[src/rtl/serial_adder_pkg.sv]
// Shared definitions for the bit-serial adder: controller state encoding
// and the default operand width.
package serial_adder_pkg;

    localparam int DEFAULT_WIDTH = 8;

    // IDLE waits for start, RUN processes one bit per cycle, DONE is the
    // single result-valid cycle before returning to IDLE.
    typedef enum logic [1:0] {
        IDLE = 2'd0,
        RUN  = 2'd1,
        DONE = 2'd2
    } state_t;

endpackage

[src/rtl/full_adder.sv]
// Single-bit combinational full adder used once per cycle by the serial
// datapath.
module full_adder (
    input  logic a,
    input  logic b,
    input  logic cin,
    output logic sum,
    output logic cout
);

    // Classic sum/majority formulation.
    always_comb begin
        sum  = a ^ b ^ cin;
        cout = (a & b) | (a & cin) | (b & cin);
    end

endmodule

[src/rtl/serial_adder_ctrl.sv]
// Bit-serial adder controller. On an accepted start, operands are captured
// into shift registers and added LSB-first, one full-add per cycle, over
// exactly WIDTH cycles. The result registers (sum, carry_out) only change
// when the FSM enters DONE, so they keep the previous result during RUN.
//
// Handshake: start is a request that is taken only when the FSM is in IDLE
// (and not in reset); there is no queueing, so a start seen in RUN or DONE
// is simply dropped. done is a one-cycle pulse when a new result is valid;
// busy is high for every RUN cycle. Operands are sampled only at the
// accepting edge.
module serial_adder_ctrl
    import serial_adder_pkg::*;
#(
    parameter int WIDTH = DEFAULT_WIDTH
) (
    input  logic             clk,
    input  logic             rst,
    input  logic             start,
    input  logic [WIDTH-1:0] a,
    input  logic [WIDTH-1:0] b,
    output logic             busy,
    output logic             done,
    output logic [WIDTH-1:0] sum,
    output logic             carry_out,
    output state_t           o_dbg_state
);

    // One extra bit over what is needed to count WIDTH-1, so the counter
    // never wraps inside an operation.
    localparam int CW = $clog2(WIDTH) + 1;
    localparam logic [CW-1:0] LAST_BIT = CW'(WIDTH - 1);

    state_t           r_state;
    state_t           w_next_state;

    logic [WIDTH-1:0] r_op_a;
    logic [WIDTH-1:0] r_op_b;
    logic [WIDTH-1:0] r_work;
    logic [WIDTH-1:0] r_sum;
    logic             r_carry;
    logic             r_carry_out;
    logic [CW-1:0]    r_cnt;

    logic             w_load;
    logic             w_shift;
    logic             w_last;
    logic             w_fa_sum;
    logic             w_fa_cout;
    logic [WIDTH-1:0] w_work_next;

    // The one-bit add for the current LSB position.
    full_adder u_full_adder (
        .a    (r_op_a[0]),
        .b    (r_op_b[0]),
        .cin  (r_carry),
        .sum  (w_fa_sum),
        .cout (w_fa_cout)
    );

    // Sum bits enter from the MSB side so after WIDTH shifts the first
    // (LSB) result bit has reached bit 0.
    assign w_work_next = {w_fa_sum, r_work[WIDTH-1:1]};

    // State register.
    always_ff @(posedge clk) begin
        if (rst) begin
            r_state <= IDLE;
        end else begin
            r_state <= w_next_state;
        end
    end

    // Next-state and datapath control decode.
    always_comb begin
        w_next_state = r_state;
        w_load       = 1'b0;
        w_shift      = 1'b0;
        w_last       = 1'b0;
        case (r_state)
            IDLE: begin
                if (start) begin
                    w_load       = 1'b1;
                    w_next_state = RUN;
                end
            end
            RUN: begin
                w_shift = 1'b1;
                if (r_cnt == LAST_BIT) begin
                    w_last       = 1'b1;
                    w_next_state = DONE;
                end
            end
            DONE: begin
                w_next_state = IDLE;
            end
            default: begin
                w_next_state = IDLE;
            end
        endcase
    end

    // Operand shift registers, carry flop, working register and bit counter.
    always_ff @(posedge clk) begin
        if (rst) begin
            r_op_a  <= '0;
            r_op_b  <= '0;
            r_work  <= '0;
            r_carry <= 1'b0;
            r_cnt   <= '0;
        end else if (w_load) begin
            r_op_a  <= a;
            r_op_b  <= b;
            r_work  <= '0;
            r_carry <= 1'b0;
            r_cnt   <= '0;
        end else if (w_shift) begin
            r_op_a  <= r_op_a >> 1;
            r_op_b  <= r_op_b >> 1;
            r_work  <= w_work_next;
            r_carry <= w_fa_cout;
            r_cnt   <= r_cnt + CW'(1);
        end
    end

    // Result registers: loaded with the completed word on the edge that
    // enters DONE, otherwise held.
    always_ff @(posedge clk) begin
        if (rst) begin
            r_sum       <= '0;
            r_carry_out <= 1'b0;
        end else if (w_last) begin
            r_sum       <= w_work_next;
            r_carry_out <= w_fa_cout;
        end
    end

    assign busy        = (r_state == RUN);
    assign done        = (r_state == DONE);
    assign sum         = r_sum;
    assign carry_out   = r_carry_out;
    assign o_dbg_state = r_state;

endmodule

[config.mk]
export PLATFORM = sky130hd
export DESIGN_NAME = serial_adder_ctrl
export DESIGN_NICKNAME = d
export VERILOG_FILES = /design/src/rtl/serial_adder_pkg.sv /design/src/rtl/full_adder.sv /design/src/rtl/serial_adder_ctrl.sv
export SDC_FILE = /design/constraint.sdc
export NUM_CORES = 1
export LEC_CHECK = 0
export CAP_MARGIN = 10
export CORE_MARGIN = 5
export CORE_UTILIZATION = 48
export CTS_BUF_LIST = sky130_fd_sc_hd__clkbuf_8
export CTS_CLUSTER_SIZE = 25
export DETAILED_ROUTE_END_ITERATION = 10
export HOLD_SLACK_MARGIN = 0.15
export PLACE_DENSITY_LB_ADDON = 0.1
export RECOVER_POWER = 25
export SLEW_MARGIN = 20
export SYNTH_ARGS = -nofsm -noshare
export SYNTH_HDL_FRONTEND = slang
export SYNTH_SLANG_ARGS = --single-unit
export TNS_END_PERCENT = 5
[constraint.sdc]
create_clock -name clk -period 1.28 [get_ports clk]
set_input_delay 0.32 -clock clk [delete_from_list [all_inputs] [get_ports clk]]
set_output_delay 0.32 -clock clk [all_outputs]
set_load 0.02 [all_outputs]
==> out/metrics.cfg <==
[layout]
area_growth_pct=35.1
antennaDiodeCount=0
multi_input_area_sq_um=866
nets=262
fill_cells=305
finalNonFillerCells=290
drive_above_1_share_pct=25.2
regArea_sq_um=788

[global_routing]
overflow=0
antenna_found_initial=0
grt_max_degree=36
grt_pass1_vias=1526
grt_first_pass_wirelength_um=7040
grt_use_total_pct=17.4

[sta]
setup_viol_count_final=3
worstMarginPinSlew_ns=0.303
achievable-frequency_mhz=764
fin_crit_ns=1.31
rsz0062_at_grt=true
worst_slack_ns=-0.0292
finalCritPeriodShare_pct=102
max-slew-margin-rel_pct=79.8
setup_tns_ns=-0.0671
drv_slew=0
finalHoldViolCount=0
skew_ns=0.00519

[worst_setup_path]
cp_data_arrival_time_ns=0.99
crit_path_end_kind=output pin
startpoint_type=flop
path_max_fanout=4
path_class=flop to output pin
cp.required_ns=0.96

[yosys]
synth_area_sq_mm=0.00175
synth_edf_count=0
syn_avg_cell_area_sq_um=8.67
synth.distinct_cells=31
async_flop_share_pct=0
synthCells=202
synth_seq_cells=39
syn-num-nets=223
synth-seq-area-share_pct=44.6
ys.flop_type=dfxtp_1
synth_warnings=0

[place]
dp.cells=279
place_ws_ns=-0.442
hpwlAfterDp_um=2900
io_buffers=31
place_congestion=0.790

[floorplan]
die_h_um=70.4
pin_count=32
die_x_um=70.4
die_area_sq_mm=0.00495
start_util_pct=48.5
row_count=22
core-area_sq_mm=0.00361

[clocking]
cts_buffer_depth=2
hold_buffers=0
cts.sinks=39
worstSkewPairLatency_ns=0.29
cts_tree=yes
cts_made_buffers=5
htree_levels=2
clockRootBuffer=clkbuf_8
cts.clk_slew.worst_paths_ns=0.08

[routing]
post-route-drc-count=0
firstDrtPassIters=4
drtIter0Drc=173
wirelength_um=4340
avgViaCountPerCell=5.66
avgRoutedWirePerCell_um=15.0
via_count=1641
ant_nets=0

[status]
violations=negative setup slack
status=finished with violations

[pwr]
p_per_area_mw_per_mm2=1230
ir_drop_mv=0.634
power_uw=2900
p_leak_uw=0.000900

[job]
drv_cap=0

[worst_hold_path]
hold_class=flop to flop

==> cells in the final DEF, fill, tap and decap left out, types with 2 or more instances in the layout <==
| cell type | Yosys | layout |
|---|---|---|
| a21oi_1 | 37 | 37 |
| dfxtp_1 | 39 | 35 |
| nand2_1 | 19 | 18 |
| clkdlybuf4s50_1 | 0 | 16 |
| inv_1 | 15 | 14 |
| o221a_2 | 14 | 14 |
| buf_4 | 1 | 13 |
| nor2_1 | 12 | 12 |
| nand3_1 | 10 | 10 |
| o22a_1 | 10 | 10 |
| o31ai_1 | 9 | 9 |
| buf_6 | 2 | 7 |
| clkbuf_8 | 0 | 5 |
| clkbuf_1 | 5 | 4 |
| dfxtp_2 | 0 | 3 |
| clkdlybuf4s15_1 | 0 | 3 |
| nand2b_4 | 0 | 2 |
| or2_4 | 0 | 2 |
| a22oi_1 | 2 | 2 |
| bufinv_16 | 0 | 2 |
| clkbuf_2 | 1 | 2 |
| buf_12 | 0 | 2 |
==> per-stage QoR <==
step	cell area, sq um	hold WS (ns)	utilization [%]
2_1_floorplan	1770	0.434	-
3_3_place_gp	2170	0.422	60.3
3_5_place_dp	2170	0.429	60.3
4_1_cts	2320	0.449	64.5
5_1_grt	2360	0.467	65.6
6_report	2360	0.446	65.6
==> per-layer routing <==
layer	GRT usage [%]	vias to the layer above	share of wire (%)
met2	26.8	43	48
met4	5.32	0	0.78
met1	23.5	791	46
li1	-	802	-
met3	5.04	5	5.8
met5	0	-	0
==> critical path, stage by stage, from the launching register on <==
cell     delay [ns]
dfxtp_2        0.34
buf_6          0.13
nor2b_4        0.11
buf_6          0.12
==> registers in the layout, indices dropped and copies added (netlist names) <==
register and flops:
r_op_b 8, sum 8, r_cnt 4, r_work 7
r_carry 1, carry_out 1, o_dbg_state 2, r_op_a 8
==> path summary, 6_finish.rpt <==
check | from | end | slack (ns) | cells after the start
min reg2reg | r_cnt[3]$_SDFFE_PP0P_ | o_dbg_state[1]$_SDFFE_PP0P_ | 0.45 | 1
min | r_cnt[3]$_SDFFE_PP0P_ | o_dbg_state[1]$_SDFFE_PP0P_ | 0.45 | 1
max | o_dbg_state[0]$_SDFFE_PP0P_ | done | -0.03 | 3
max reg2reg | o_dbg_state[0]$_SDFFE_PP0P_ | r_cnt[3]$_SDFFE_PP0P_ | -0.01 | 5
==> logic make-up after synthesis <==
group | Yosys count | share of synthesized area [%]
AND/OR/NAND/NOR | 50 | 13.0
XOR/XNOR | 2 | 1.00
adder cells (fa/ha/maj) | 2 | 1.86
buffers and inverters | 34 | 9.08
flip-flops | 39 | 44.6
AO/OA/AOI/OAI | 75 | 30.4
==> cell type report <==
class                           count  area share, %
Multi-Input combinational cell    130           36.6
Sequential cell                    39           33.3
Timing Repair Buffer               50           19.3
Clock buffer                        5           2.91
Clock inverter                      3           2.86
Tap cell                           48           2.54
Inverter                           15           2.49
==> repair_timing <==
action | CTS | global route
endpoints found under the setup margin | 39 | 44
gates cloned | 0 | 1
setup buffers | 0 | 2
gates resized for setup | 39 | 26
pin swaps | 0 | 2
==> synthesized netlist by cell type, types with 2 or more instances <==
library cell	n	area share, %
a22oi_1	2	0.86
o221a_2	14	9.0
dfxtp_1	39	45
o22a_1	10	5.0
a21oi_1	37	11
buf_2	9	2.6
nand3_1	10	2.9
buf_6	2	1.3
inv_1	15	3.2
clkbuf_1	5	1.1
nand2_1	19	4.1
nor2_1	12	2.6
o31ai_1	9	3.9
nand2b_1	2	0.71
==> power breakdown <==
group	switching, uW	internal, uW
Sequential	43.8	1260
Combinational	177	204
Clock	433	777
Power figures use the tool's default switching activity.
